File: src/rtl/multirate_seq_ctrl_pkg.sv
// Shared types and default widths for the multi-rate capture/decode/multiply sequencer.
package mrs_pkg;

  localparam int MRS_DIV_W = 4;
  localparam int MRS_CNT_W = 8;

  // Sequencer state (2-bit encoding)
  typedef enum logic [1:0] {
    IDLE  = 2'd0,
    RUN   = 2'd1,
    DRAIN = 2'd2
  } mrs_state_t;

endpackage

File: src/rtl/multirate_seq_ctrl_rate_div.sv
// Programmable divide-by-(ratio+1) tick generator in the fast clock domain.
// The shadow ratio only changes at a period boundary, so a mid-period update
// of div_ratio takes effect from the following period.
module rate_div
  import mrs_pkg::*;
#(
  parameter int DIV_W = MRS_DIV_W
) (
  input  logic             fast_clk,
  input  logic             rst_n,
  input  logic             run,
  input  logic [DIV_W-1:0] div_ratio,
  output logic             slow_tick
);

  localparam logic [DIV_W-1:0] ONE = {{(DIV_W-1){1'b0}}, 1'b1};

  logic [DIV_W-1:0] r_count;
  logic [DIV_W-1:0] r_ratio_sh;
  logic             w_wrap;

  assign w_wrap    = (r_count == r_ratio_sh);
  assign slow_tick = run & w_wrap;

  // Count 0..ratio_sh while running; while stopped hold the count at 0 and
  // track div_ratio so the value seen on leaving IDLE sets the first period.
  always_ff @(posedge fast_clk or negedge rst_n) begin
    if (!rst_n) begin
      r_count    <= '0;
      r_ratio_sh <= '0;
    end else if (!run) begin
      r_count    <= '0;
      r_ratio_sh <= div_ratio;
    end else if (w_wrap) begin
      r_count    <= '0;
      r_ratio_sh <= div_ratio;
    end else begin
      r_count    <= r_count + ONE;
    end
  end

endmodule

File: src/rtl/multirate_seq_ctrl.sv
// Sequencer for the fast/slow capture-decode-multiply datapath: accepts words
// by valid/ready, advances them one stage per slow tick and drains cleanly.
//
//   state | meaning
//   IDLE  | stopped, divider held at 0, no ticks, no accepts
//   RUN   | ticking, accepting words into the hold (shift) stage
//   DRAIN | ticking, no accepts, waiting for hold/synch/decode to empty
module multirate_seq_ctrl
  import mrs_pkg::*;
#(
  parameter int DIV_W = MRS_DIV_W,
  parameter int CNT_W = MRS_CNT_W
) (
  input  logic             fast_clk,
  input  logic             rst_n,
  input  logic             enable,
  input  logic [DIV_W-1:0] div_ratio,
  input  logic             in_valid,
  output logic             in_ready,
  output logic             shift_en,
  output logic             slow_tick,
  output logic             synch_en,
  output logic             decode_en,
  output logic             mult_en,
  output logic             out_valid,
  output logic             busy,
  output logic [CNT_W-1:0] done_cnt
);

  localparam logic [CNT_W-1:0] CNT_ONE = {{(CNT_W-1){1'b0}}, 1'b1};

  mrs_state_t       r_state;
  mrs_state_t       w_state_nxt;
  logic             r_hold_v;
  logic             r_v_sync;
  logic             r_v_dec;
  logic             r_v_mul;
  logic [CNT_W-1:0] r_done_cnt;
  logic             w_run;
  logic             w_tick;
  logic             w_accept;
  logic             w_drain_done;

  assign w_run = (r_state != IDLE);

  rate_div #(
    .DIV_W(DIV_W)
  ) u_rate_div (
    .fast_clk (fast_clk),
    .rst_n    (rst_n),
    .run      (w_run),
    .div_ratio(div_ratio),
    .slow_tick(w_tick)
  );

  assign slow_tick = w_tick;
  assign in_ready  = (r_state == RUN) & (~r_hold_v | w_tick);
  assign w_accept  = in_valid & in_ready;
  assign shift_en  = w_accept;
  assign synch_en  = w_tick & r_hold_v;
  assign decode_en = w_tick & r_v_sync;
  assign mult_en   = w_tick & r_v_dec;
  assign out_valid = r_v_mul;
  assign busy      = w_run;
  assign done_cnt  = r_done_cnt;

  // Drain finishes when nothing is left upstream of multiply, either already
  // or right after this tick moves the last word (in decode) into multiply.
  assign w_drain_done = ~(r_hold_v | r_v_sync | r_v_dec) |
                        (w_tick & ~r_hold_v & ~r_v_sync);

  // Next-state decode
  always_comb begin
    w_state_nxt = r_state;
    case (r_state)
      IDLE:    if (enable) w_state_nxt = RUN;
      RUN:     if (!enable) w_state_nxt = DRAIN;
      DRAIN: begin
        if (enable)            w_state_nxt = RUN;
        else if (w_drain_done) w_state_nxt = IDLE;
      end
      default: w_state_nxt = IDLE;
    endcase
  end

  // State register
  always_ff @(posedge fast_clk or negedge rst_n) begin
    if (!rst_n) r_state <= IDLE;
    else        r_state <= w_state_nxt;
  end

  // Stage occupancy: shift one place per tick; the hold stage keeps its word
  // between ticks and on a tick is refilled only by this cycle's accept.
  always_ff @(posedge fast_clk or negedge rst_n) begin
    if (!rst_n) begin
      r_hold_v <= 1'b0;
      r_v_sync <= 1'b0;
      r_v_dec  <= 1'b0;
      r_v_mul  <= 1'b0;
    end else if (w_tick) begin
      r_hold_v <= w_accept;
      r_v_sync <= r_hold_v;
      r_v_dec  <= r_v_sync;
      r_v_mul  <= r_v_dec;
    end else begin
      r_hold_v <= r_hold_v | w_accept;
    end
  end

  // Completed-word counter, wraps
  always_ff @(posedge fast_clk or negedge rst_n) begin
    if (!rst_n)       r_done_cnt <= '0;
    else if (mult_en) r_done_cnt <= r_done_cnt + CNT_ONE;
  end

endmodule

File: config.mk
export PLATFORM = sky130hd
export DESIGN_NAME = multirate_seq_ctrl
export DESIGN_NICKNAME = d
export VERILOG_FILES = /design/src/rtl/multirate_seq_ctrl_pkg.sv /design/src/rtl/multirate_seq_ctrl_rate_div.sv /design/src/rtl/multirate_seq_ctrl.sv
export SDC_FILE = /design/constraint.sdc
export NUM_CORES = 1
export LEC_CHECK = 0
export CORE_MARGIN = 3
export CORE_UTILIZATION = 47
export DETAILED_ROUTE_END_ITERATION = 12
export PLACE_DENSITY = 0.81
export SETUP_SLACK_MARGIN = 0.4
export SLEW_MARGIN = 20
export SYNTH_ARGS = -nofsm -noshare
export SYNTH_HDL_FRONTEND = slang
export SYNTH_HIERARCHICAL = 1
export SYNTH_SLANG_ARGS = --single-unit
File: constraint.sdc
create_clock -name fast_clk -period 1.9 [get_ports fast_clk]
set_input_delay 0.285 -clock fast_clk [delete_from_list [all_inputs] [get_ports fast_clk]]
set_output_delay 0.285 -clock fast_clk [all_outputs]
set_load 0.01 [all_outputs]
==> results.ini, run 1 <==
[routing]
drt_iter0_drc=28
first_pass_iters=4
via_per_inst=5.551
routedWlPerCell_um=21.63
vias=927
drc_errors=0
ant_nets=0
routed_wl_um=3612

[critical_path]
worstPathArrival_ns=1.92
r2r-end=done_cnt[2]
slowest_stage=dfrtp_1
cpPeakStageDelay_ns=0.43
worstSetupStartpointType=flip-flop
critPathCaptureType=output port
cp_max_fo=3
crit_chain=xor2_2 > nor4_2 > and2_4 > inv_4 > a21oi_4 > and2_4 > buf_6
cp_top_family=simple AND/OR/NAND/NOR gates
r2r_cells=10
rr_startpoint=u_rate_div/r_count[2]
cpMostUsedCell=and2_4
r2r_slack_ns=-0.17
critical_path_cell_count=7
crit_path_end=shift_en
crit_path_start=u_rate_div/r_count[2]
setup.worst_path.class=flip-flop to output port
cp.required_ns=1.62
critPathBufInv=2

[finish]
nets=154
drive_above_1_share=0.5563
area_growth_pct=75.25
nFillCells=53
diodes=0
fin_util=0.9300

[synth]
yosys_warnings=6
syn-instance-count=78
synthArstFlopShare=1.000
mappedNetlistNets=88
ys_ff_latch=22
synth.avg_cell_area_um2=12.64
syn_area_um2=985.9
synth_edf_count=0
synthFlopType=dfrtp_1
yosysSeqAreaShare=0.5584
ys_types=26

[min_path]
hold_path_class=input port to asynchronous set/reset pin

[place]
io_buffers=23
preCtsSetupSlack_ns=-0.3233
dp_hpwl_um=1521
place.gp.congestion=0.7272

[run_status]
violations=negative setup slack
status=complete, but fails checks

[clocking]
cts_buffers=3
cts_hold_buf=0
root_buffer=clkbuf_4
clock_insertion_delay_worst_skew_ns=0.31
cts.sinks=22
htree_levels=1
clock_path_buffers=2
clk_pin_slew_ns=0.13
cts_tree=yes

[global_routing]
grt_pass1_vias=902
grt-ovfl-total=0
grt_pass1_wl_um=4250
antenna_found_initial=0
grtUsageTotal=0.2129
grt_max_degree=23

[sta]
fin_worst_skew_ns=0.001226
setup_violations=13
maxSlewHeadroom=0.7673
slew_violations=0
timing.fmax_mhz=452.8
worst_pin_slew_ns=0.3479
hold_viol=0
post-route-worst-setup-slack_ns=-0.3083
fin_crit_ns=2.208
rsz0062_at_grt=true
final.period_utilization=1.162

[power_and_ir_drop]
powerDensity_nw_per_um2=1094
power_leakage_nw=0.9834
p_total_w=0.001890
peakVddDrop_v=0.001089

[floorplan]
coreArea_um2=1858
num_rows=15
pin_count=24
dieArea_um2=2683
initial_utilization=0.5306
die_height_um=51.80
fp.dieW_um=51.80

[flow_run]
cap_violations=0

==> where the power goes <==
group	total (W)	leakage [nW]	internal, W	switching (W)
clock network	0.000227	0.0138	0.0000743	0.000153
logic	0.000967	0.687	0.000544	0.000423
registers	0.000697	0.283	0.000578	0.000118
==> kinds of logic (layout without fill, tap and decap cells) <==
| logic type | Yosys count | in the layout | share of synthesized area |
|---|---|---|---|
| fa+ha+maj | 2 | 2 | 0.02538 |
| mux | 5 | 5 | 0.06091 |
| compound gates | 8 | 8 | 0.07869 |
| simple gates | 24 | 24 | 0.1421 |
| xor+xnor | 13 | 13 | 0.1155 |
| buf+inv | 4 | 68 | 0.01904 |
| flops | 22 | 22 | 0.5584 |
==> what timing repair did <==
action,in CTS,in global routing
setup buffers,13,7
gates cloned,0,0
endpoints found under the setup margin,36,34
gates resized for setup,59,18
pin swaps,12,12
==> registers in the layout (all words and copies together) (netlist names) <==
signal	count
done_cnt	8
r_state	2
out_valid	1
u_rate_div/r_count	4
r_v_sync	1
u_rate_div/r_ratio_sh	4
r_v_dec	1
r_hold_v	1
==> routing by layer <==
metal  GRT usage  up-vias  part of all wire
met5           0        -                 0
met4     0.04367        0             0.021
met3     0.04298       10             0.063
met2      0.3581       47              0.53
met1      0.2844      475              0.39
li1            -      395                 -
==> how the worst min path moves through the flow <==
stage | start | endpoint | slack, ns | cells after the start
2_1_floorplan | rst_n | done_cnt[0] | -0.01 | 0
3_3_place_gp | done_cnt[7] | done_cnt[7] | 0.46 | 1
3_5_place_dp | out_valid | out_valid | 0.47 | 1
4_1_cts | rst_n | u_rate_div/r_ratio_sh[3] | 0.34 | 2
5_1_grt | rst_n | u_rate_div/r_count[0] | 0.32 | 2
6_report | rst_n | u_rate_div/r_count[0] | 0.31 | 2
==> cell usage after synthesis (3+ instances only) <==
cell type,n,area (µm²)
nand2_1,3,11.26
and2_1,5,31.28
xnor2_1,7,61.31
dfrtp_1,22,550.5
xor2_1,6,52.55
mux2_2,4,45.04
inv_1,3,11.26
nor2_1,4,15.01
==> worst reg2reg max path, cell delays in order (launching register included) <==
cell,delay (ns)
dfrtp_1,0.43
xor2_2,0.19
nor4_2,0.30
and2_4,0.22
buf_4,0.11
buf_6,0.08
and2_4,0.15
buf_6,0.14
buf_6,0.11
nand2_2,0.08
xnor2_1,0.14
==> cell usage in the layout, fill, tap and decap left out, types with 3 or more instances in the layout <==
cell             netlist  layout
clkdlybuf4s50_1        0       7
xor2_1                 6       4
mux2_4                 1       5
nand2_2                0       3
dlygate4sd2_1          0       3
clkbuf_4               0       3
buf_6                  0      16
xnor2_1                7       6
dlymetal6s2s_1         0       6
dfrtp_1               22      20
buf_4                  1      30
and2_4                 0       5
nor2_4                 0       3
==> final cells by class <==
type | count | area (µm²) | area share
clock buffers | 3 | 22.52 | 0.01303
inverters | 3 | 13.76 | 0.007965
multi-input cells | 52 | 530.5 | 0.3070
flip-flops and latches | 22 | 553.0 | 0.3201
well taps | 25 | 31.28 | 0.01810
repair buffers | 62 | 576.8 | 0.3338
==> stage by stage <==
stage	hold slack (ns)	TNS (ns)	instance area [µm²]	cells
after floorplan	-0.01059	0	1023	78
after global placement	0.4602	-1.143	1416	144
after detailed placement	0.4719	-1.338	1416	144
after CTS	0.3356	-0.9023	1612	160
after global routing	0.3216	-3.390	1728	167
final	0.3084	-2.144	1728	167
(Power assumes the default switching activity.)
==> inputs of run 2 (changes only) <==
--- a/config.mk
+++ b/config.mk
@@ -5,7 +5,7 @@
 export SDC_FILE = /design/constraint.sdc
 export NUM_CORES = 1
 export LEC_CHECK = 0
-export CORE_MARGIN = 3
+export ABC_AREA = 0
 export CORE_UTILIZATION = 47
 export DETAILED_ROUTE_END_ITERATION = 12
 export PLACE_DENSITY = 0.81
==> results.ini, run 2 (synthesized netlist as in run 1, its figures left out) <==
[sta]
worst_pin_slew_ns=0.3311  ; -0.01686 ns
fin_worst_skew_ns=0.005412  ; +0.004185 ns
rsz0062_at_grt=true
maxSlewHeadroom=0.7785  ; +0.01128
final.period_utilization=1.113  ; -0.04928
holdWs_ns=0.3063  ; -0.002177 ns
post-route-worst-setup-slack_ns=-0.2147  ; +0.09363 ns
timing.fmax_mhz=472.9  ; +4.4%
setup_violations=9  ; -4
fin_crit_ns=2.115  ; -0.09363 ns
slew_violations=0  ; unchanged
hold_viol=0  ; unchanged

[finish]
layout_commonest_cell=dfrtp_1
nets=145  ; -5.8%
drive_above_1_share=0.5299  ; -0.02649
largest_reg_flops=8  ; unchanged
stdcell_area_um2=1704  ; -1.4%
mostFrequentLayoutCells=dfrtp_1 (22), buf_4 (20), buf_6 (15), clkdlybuf4s50_1 (7)
diodes=0  ; unchanged
fin_util=0.8686  ; -0.06134
nFillCells=105  ; +98%
area_growth_pct=72.84

[routing]
drt_iter0_drc=3  ; -89%
drc_errors=0  ; unchanged
routedWlPerCell_um=15.83  ; -27%
first_pass_iters=4  ; unchanged
via_per_inst=5.087  ; -8.4%
vias=819  ; -12%
routed_wl_um=2548  ; -29%
ant_nets=0  ; unchanged

[min_path]
hold_path_class=input port to asynchronous set/reset pin

[floorplan]
pin_count=24  ; unchanged
die_height_um=47.80  ; -7.7%
num_rows=16  ; +1
fp.dieW_um=47.80  ; -7.7%
dieArea_um2=2285  ; -15%
initial_utilization=0.5026  ; -0.02809
coreArea_um2=1962  ; +5.6%

[place]
place.gp.congestion=0.7140  ; -1.8%
preCtsSetupSlack_ns=-0.2930  ; +0.03027 ns
io_buffers=23  ; unchanged
dp_hpwl_um=1408  ; -7.4%
placed_area_um2=1404  ; -0.88%

[clocking]
cts.sinks=22  ; unchanged
clock_insertion_delay_worst_skew_ns=0.31  ; about the same
clock_path_buffers=2  ; unchanged
htree_levels=1  ; unchanged
clk_pin_slew_ns=0.12  ; about the same
cts_buffers=3  ; unchanged
cts_tree=yes
cts_hold_buf=0  ; unchanged
root_buffer=clkbuf_4

[critical_path]
cp_max_fo=3  ; unchanged
cpPeakStageDelay_ns=0.43  ; about the same
slowest_stage=dfrtp_1
cpMostUsedCell=and2_4
r2r_slack_ns=-0.03  ; +0.14 ns
rr_startpoint=u_rate_div/r_ratio_sh[2]
worstSetupStartpointType=flip-flop
crit_chain=xor2_2 > nor4_2 > and2_4 > inv_4 > a21oi_4 > and2_4 > buf_6
worstPathArrival_ns=1.83  ; -0.09 ns
crit_path_start=u_rate_div/r_ratio_sh[2]
cp_top_family=simple AND/OR/NAND/NOR gates
critPathBufInv=2  ; unchanged
cp.required_ns=1.62  ; about the same
critPathCaptureType=output port
setup.worst_path.class=flip-flop to output port

[power_and_ir_drop]
p_comb_frac=0.485  ; -0.026
p_seq_frac=0.375  ; +0.007
power_leakage_nw=0.9767  ; -0.68%
internal_power_w=0.001205  ; +0.65%
p_sw_frac=0.3394  ; -0.02746
powerDensity_nw_per_um2=1070  ; -2.2%
pwr-share-clk=0.140  ; +0.020
p_sw_w=0.0006189  ; -11%
peakVddDrop_v=0.0007521  ; -31%

[run_status]
violations=negative setup slack
status=complete, but fails checks

[flow_run]
cap_violations=0  ; unchanged

[global_routing]
grt_util_met3=0.07925  ; +0.03627
grt_max_degree=23  ; unchanged
grtUsageMet1=0.2470  ; -0.03738
grt_pass1_wl_um=3215  ; -24%
antenna_found_initial=0  ; unchanged
grtUsageTotal=0.2138  ; +0.0009530
grt-ovfl-total=0  ; unchanged
busiest_layer=met2
use_met2=0.3459  ; -0.01210
grt_pass1_vias=750  ; -17%

==> run 2: path summary, 6_finish.rpt <==
kind                               end  cells after the start
max reg2reg                done_cnt[1]                      7
min                        done_cnt[7]                      2
min reg2reg                done_cnt[7]                      1
min in group fast_clk      done_cnt[7]                      1
max                           shift_en                      7
max in group asynchronous  done_cnt[2]                      2
==> run 2: area by class of cell <==
class / instances / area (µm²) / share of cell area
Clock buffer: 4 / 36.28 / 0.02129
Multi-Input combinational cell: 52 / 563.0 / 0.3304
Timing Repair Buffer: 53 / 506.7 / 0.2974
Sequential cell: 22 / 550.5 / 0.3231
Tap cell: 27 / 33.78 / 0.01982
Inverter: 3 / 13.76 / 0.008076
==> run 2: power by group through the flow <==
| stage | clock (W) | sequential, W | combinational, W |
|---|---|---|---|
| 2_1_floorplan | 0 | 0.000682 | 0.000313 |
| 3_3_place_gp | 0 | 0.000676 | 0.000598 |
| 3_5_place_dp | 0 | 0.000680 | 0.000620 |
| 4_1_cts | 0.000257 | 0.000676 | 0.000755 |
| 5_1_grt | 0.000285 | 0.000697 | 0.000930 |
| 6_report | 0.000255 | 0.000684 | 0.000885 |
==> run 2: repair_timing <==
| action | CTS | global route |
|---|---|---|
| endpoints found under the hold margin | 0 | 0 |
| buffers inserted | 11 | 2 |
| setup endpoints to repair | 32 | 33 |
| gates resized for setup | 59 | 23 |
| pin swaps | 14 | 3 |
==> run 2: through the flow <==
stage,cells,TNS (ns),total power (W)
after floorplan,78,0,0.0009943
after global placement,144,-1.313,0.001275
after detailed placement,144,-1.475,0.001300
after CTS,159,-0.9572,0.001689
after global routing,161,-2.126,0.001913
final,161,-1.040,0.001824
==> run 2: layer usage <==
layer  up-vias  wire, µm
li1        379         -
met3         9       112
met4         0        81
met5         -         0
met2        25      1315
met1       406      1038
==> inputs of run 3 (changes only) <==
--- a/config.mk
+++ b/config.mk
@@ -6,9 +6,10 @@
 export NUM_CORES = 1
 export LEC_CHECK = 0
 export ABC_AREA = 0
-export CORE_UTILIZATION = 47
+export CORE_ASPECT_RATIO = 1.75
+export CORE_UTILIZATION = 34
 export DETAILED_ROUTE_END_ITERATION = 12
-export PLACE_DENSITY = 0.81
+export PLACE_DENSITY = 0.64
 export SETUP_SLACK_MARGIN = 0.4
 export SLEW_MARGIN = 20
 export SYNTH_ARGS = -nofsm -noshare
==> results.ini, run 3 (synthesized netlist as in run 1, its figures left out) <==
[run_status]
status=complete, but fails checks
violations=negative setup slack

[sta]
fin_worst_skew_ns=0.006335  ; +0.0009231 ns
rsz0062_at_grt=true
final.period_utilization=1.073  ; -0.03975
post-route-worst-setup-slack_ns=-0.1391  ; +0.07553 ns
fin_crit_ns=2.039  ; -0.07553 ns
maxSlewHeadroom=0.7990  ; +0.02047
timing.fmax_mhz=490.4  ; +3.7%
hold_viol=0  ; unchanged
worst_pin_slew_ns=0.2993  ; -0.03174 ns
slew_violations=0  ; unchanged
holdWs_ns=0.3746  ; +0.06831 ns
setup_violations=6  ; -3

[place]
placed_area_um2=1404  ; unchanged
place.gp.congestion=0.7316  ; +2.5%
dp_hpwl_um=1545  ; +9.7%
preCtsSetupSlack_ns=-0.3380  ; -0.04491 ns
io_buffers=23  ; unchanged

[power_and_ir_drop]
powerDensity_nw_per_um2=1098  ; +2.6%
peakVddDrop_v=0.0006503  ; -14%
power_leakage_nw=0.8253  ; -16%

[critical_path]
worstSetupStartpointType=flip-flop
cp.required_ns=1.62  ; about the same
cp_max_fo=2  ; -1
worstPathArrival_ns=1.75  ; -0.08 ns
setup.worst_path.class=flip-flop to output port
critPathCaptureType=output port

[routing]
ant_nets=0  ; unchanged
routedWlPerCell_um=13.85  ; -12%
via_per_inst=4.861  ; -4.4%
first_pass_iters=3  ; -1
drc_errors=0  ; unchanged
drt_iter0_drc=16  ; +13
routed_wl_um=2189  ; -14%
vias=768  ; -6.2%

[finish]
layout_commonest_cell=buf_4
mostFrequentLayoutCells=buf_4 (24), dfrtp_1 (22), clkdlybuf4s50_1 (14), buf_6 (10), xnor2_1 (7)
largest_reg_flops=8  ; unchanged
nets=143  ; -1.4%
area_growth_pct=62.94
drive_above_1_share=0.4733  ; -0.05657
nFillCells=235  ; +120%
diodes=0  ; unchanged
stdcell_area_um2=1607  ; -5.7%

[clocking]
htree_levels=1  ; unchanged
root_buffer=clkbuf_8
cts.sinks=22  ; unchanged
clock_insertion_delay_worst_skew_ns=0.26  ; -0.05 ns
cts_hold_buf=0  ; unchanged
clk_pin_slew_ns=0.08  ; -0.04 ns
clock_path_buffers=2  ; unchanged
cts_tree=yes
cts_buffers=3  ; unchanged

[min_path]
hold_path_class=input port to asynchronous set/reset pin

[flow_run]
cap_violations=0  ; unchanged

[floorplan]
num_rows=25  ; +9
initial_utilization=0.3623  ; -0.1403
coreArea_um2=2721  ; +39%
fp.dieW_um=42.71  ; -11%
die_height_um=73.24  ; +53%
dieArea_um2=3128  ; +37%
pin_count=24  ; unchanged

[global_routing]
grtUsageTotal=0.1518  ; -0.06203
grt_max_degree=23  ; unchanged
grt_pass1_vias=806  ; +7.5%
grt-ovfl-total=0  ; unchanged
antenna_found_initial=0  ; unchanged
grt_pass1_wl_um=3519  ; +9.5%

[run 3: cell count changes in the layout (fill, tap and decap cells not counted), sizes merged]
cell           before  now
dlygate4sd2         4    0
dlymetal6s2s        5    2
clkbuf              4    3
clkdlybuf4s50       7   14
buf                37   35
[run 3: worst paths after layout]
check | startpoint | slack (ns) | to | cells after the start
setup / recovery | u_rate_div/r_ratio_sh[2] | -0.14 | shift_en | 7
hold / removal | rst_n | 0.37 | done_cnt[3] | 2
setup reg to reg | u_rate_div/r_ratio_sh[2] | 0.03 | done_cnt[7] | 8
hold reg to reg | done_cnt[7] | 0.48 | done_cnt[7] | 1
max in group asynchronous | rst_n | 1.30 | u_rate_div/r_ratio_sh[0] | 2
min in group fast_clk | done_cnt[7] | 0.48 | done_cnt[7] | 1
[run 3: critical path, cell delays in order, from the launching register on]
cell and delay, ns:
dfrtp_1 0.41, xor2_2 0.19, nor4_2 0.29, and2_4 0.20, inv_2 0.05, a21oi_4 0.11
and2_4 0.15, buf_6 0.10
[run 3: stage by stage]
step	utilization	instances	TNS, ns	power, W
after global routing	0.5903	158	-1.125	0.001849
after CTS	0.5807	157	-0.6135	0.001747
after global placement	0.5159	144	-1.406	0.001297
final	0.5903	158	-0.5530	0.001763
after floorplan	-	78	0	0.0009943
after detailed placement	0.5159	144	-1.859	0.001325
[run 3: final cells by class]
type                       count  area (µm²)  share of cell area
timing repair buffer          51       462.9              0.2882
clock buffer                   3       41.29             0.02570
inverter                       3       11.26            0.007009
multi-input combinational     52       506.7              0.3154
tap                           27       33.78             0.02103
sequential                    22       550.5              0.3427
[run 3: repair_timing]
item	4_1_cts	5_1_grt
resized for setup	51	5
setup endpoints to repair	34	30
pin swaps	11	7
buffers inserted	10	1
gates cloned	0	0
[run 3: where the power goes]
group	total, W	internal, W	leakage (nW)	switching [W]
Clock	0.000280	0.000141	0.0216	0.000139
Combinational	0.000803	0.000474	0.518	0.000329
Sequential	0.000680	0.000579	0.286	0.000101
Total	0.00176	0.00119	0.825	0.000568
[run 3: routing by layer]
layer | wire, µm | global-route usage
met1 | 842 | 0.1656
met2 | 1263 | 0.2828
met5 | 0 | 0
met4 | 22 | 0.06250
met3 | 61 | 0.02228
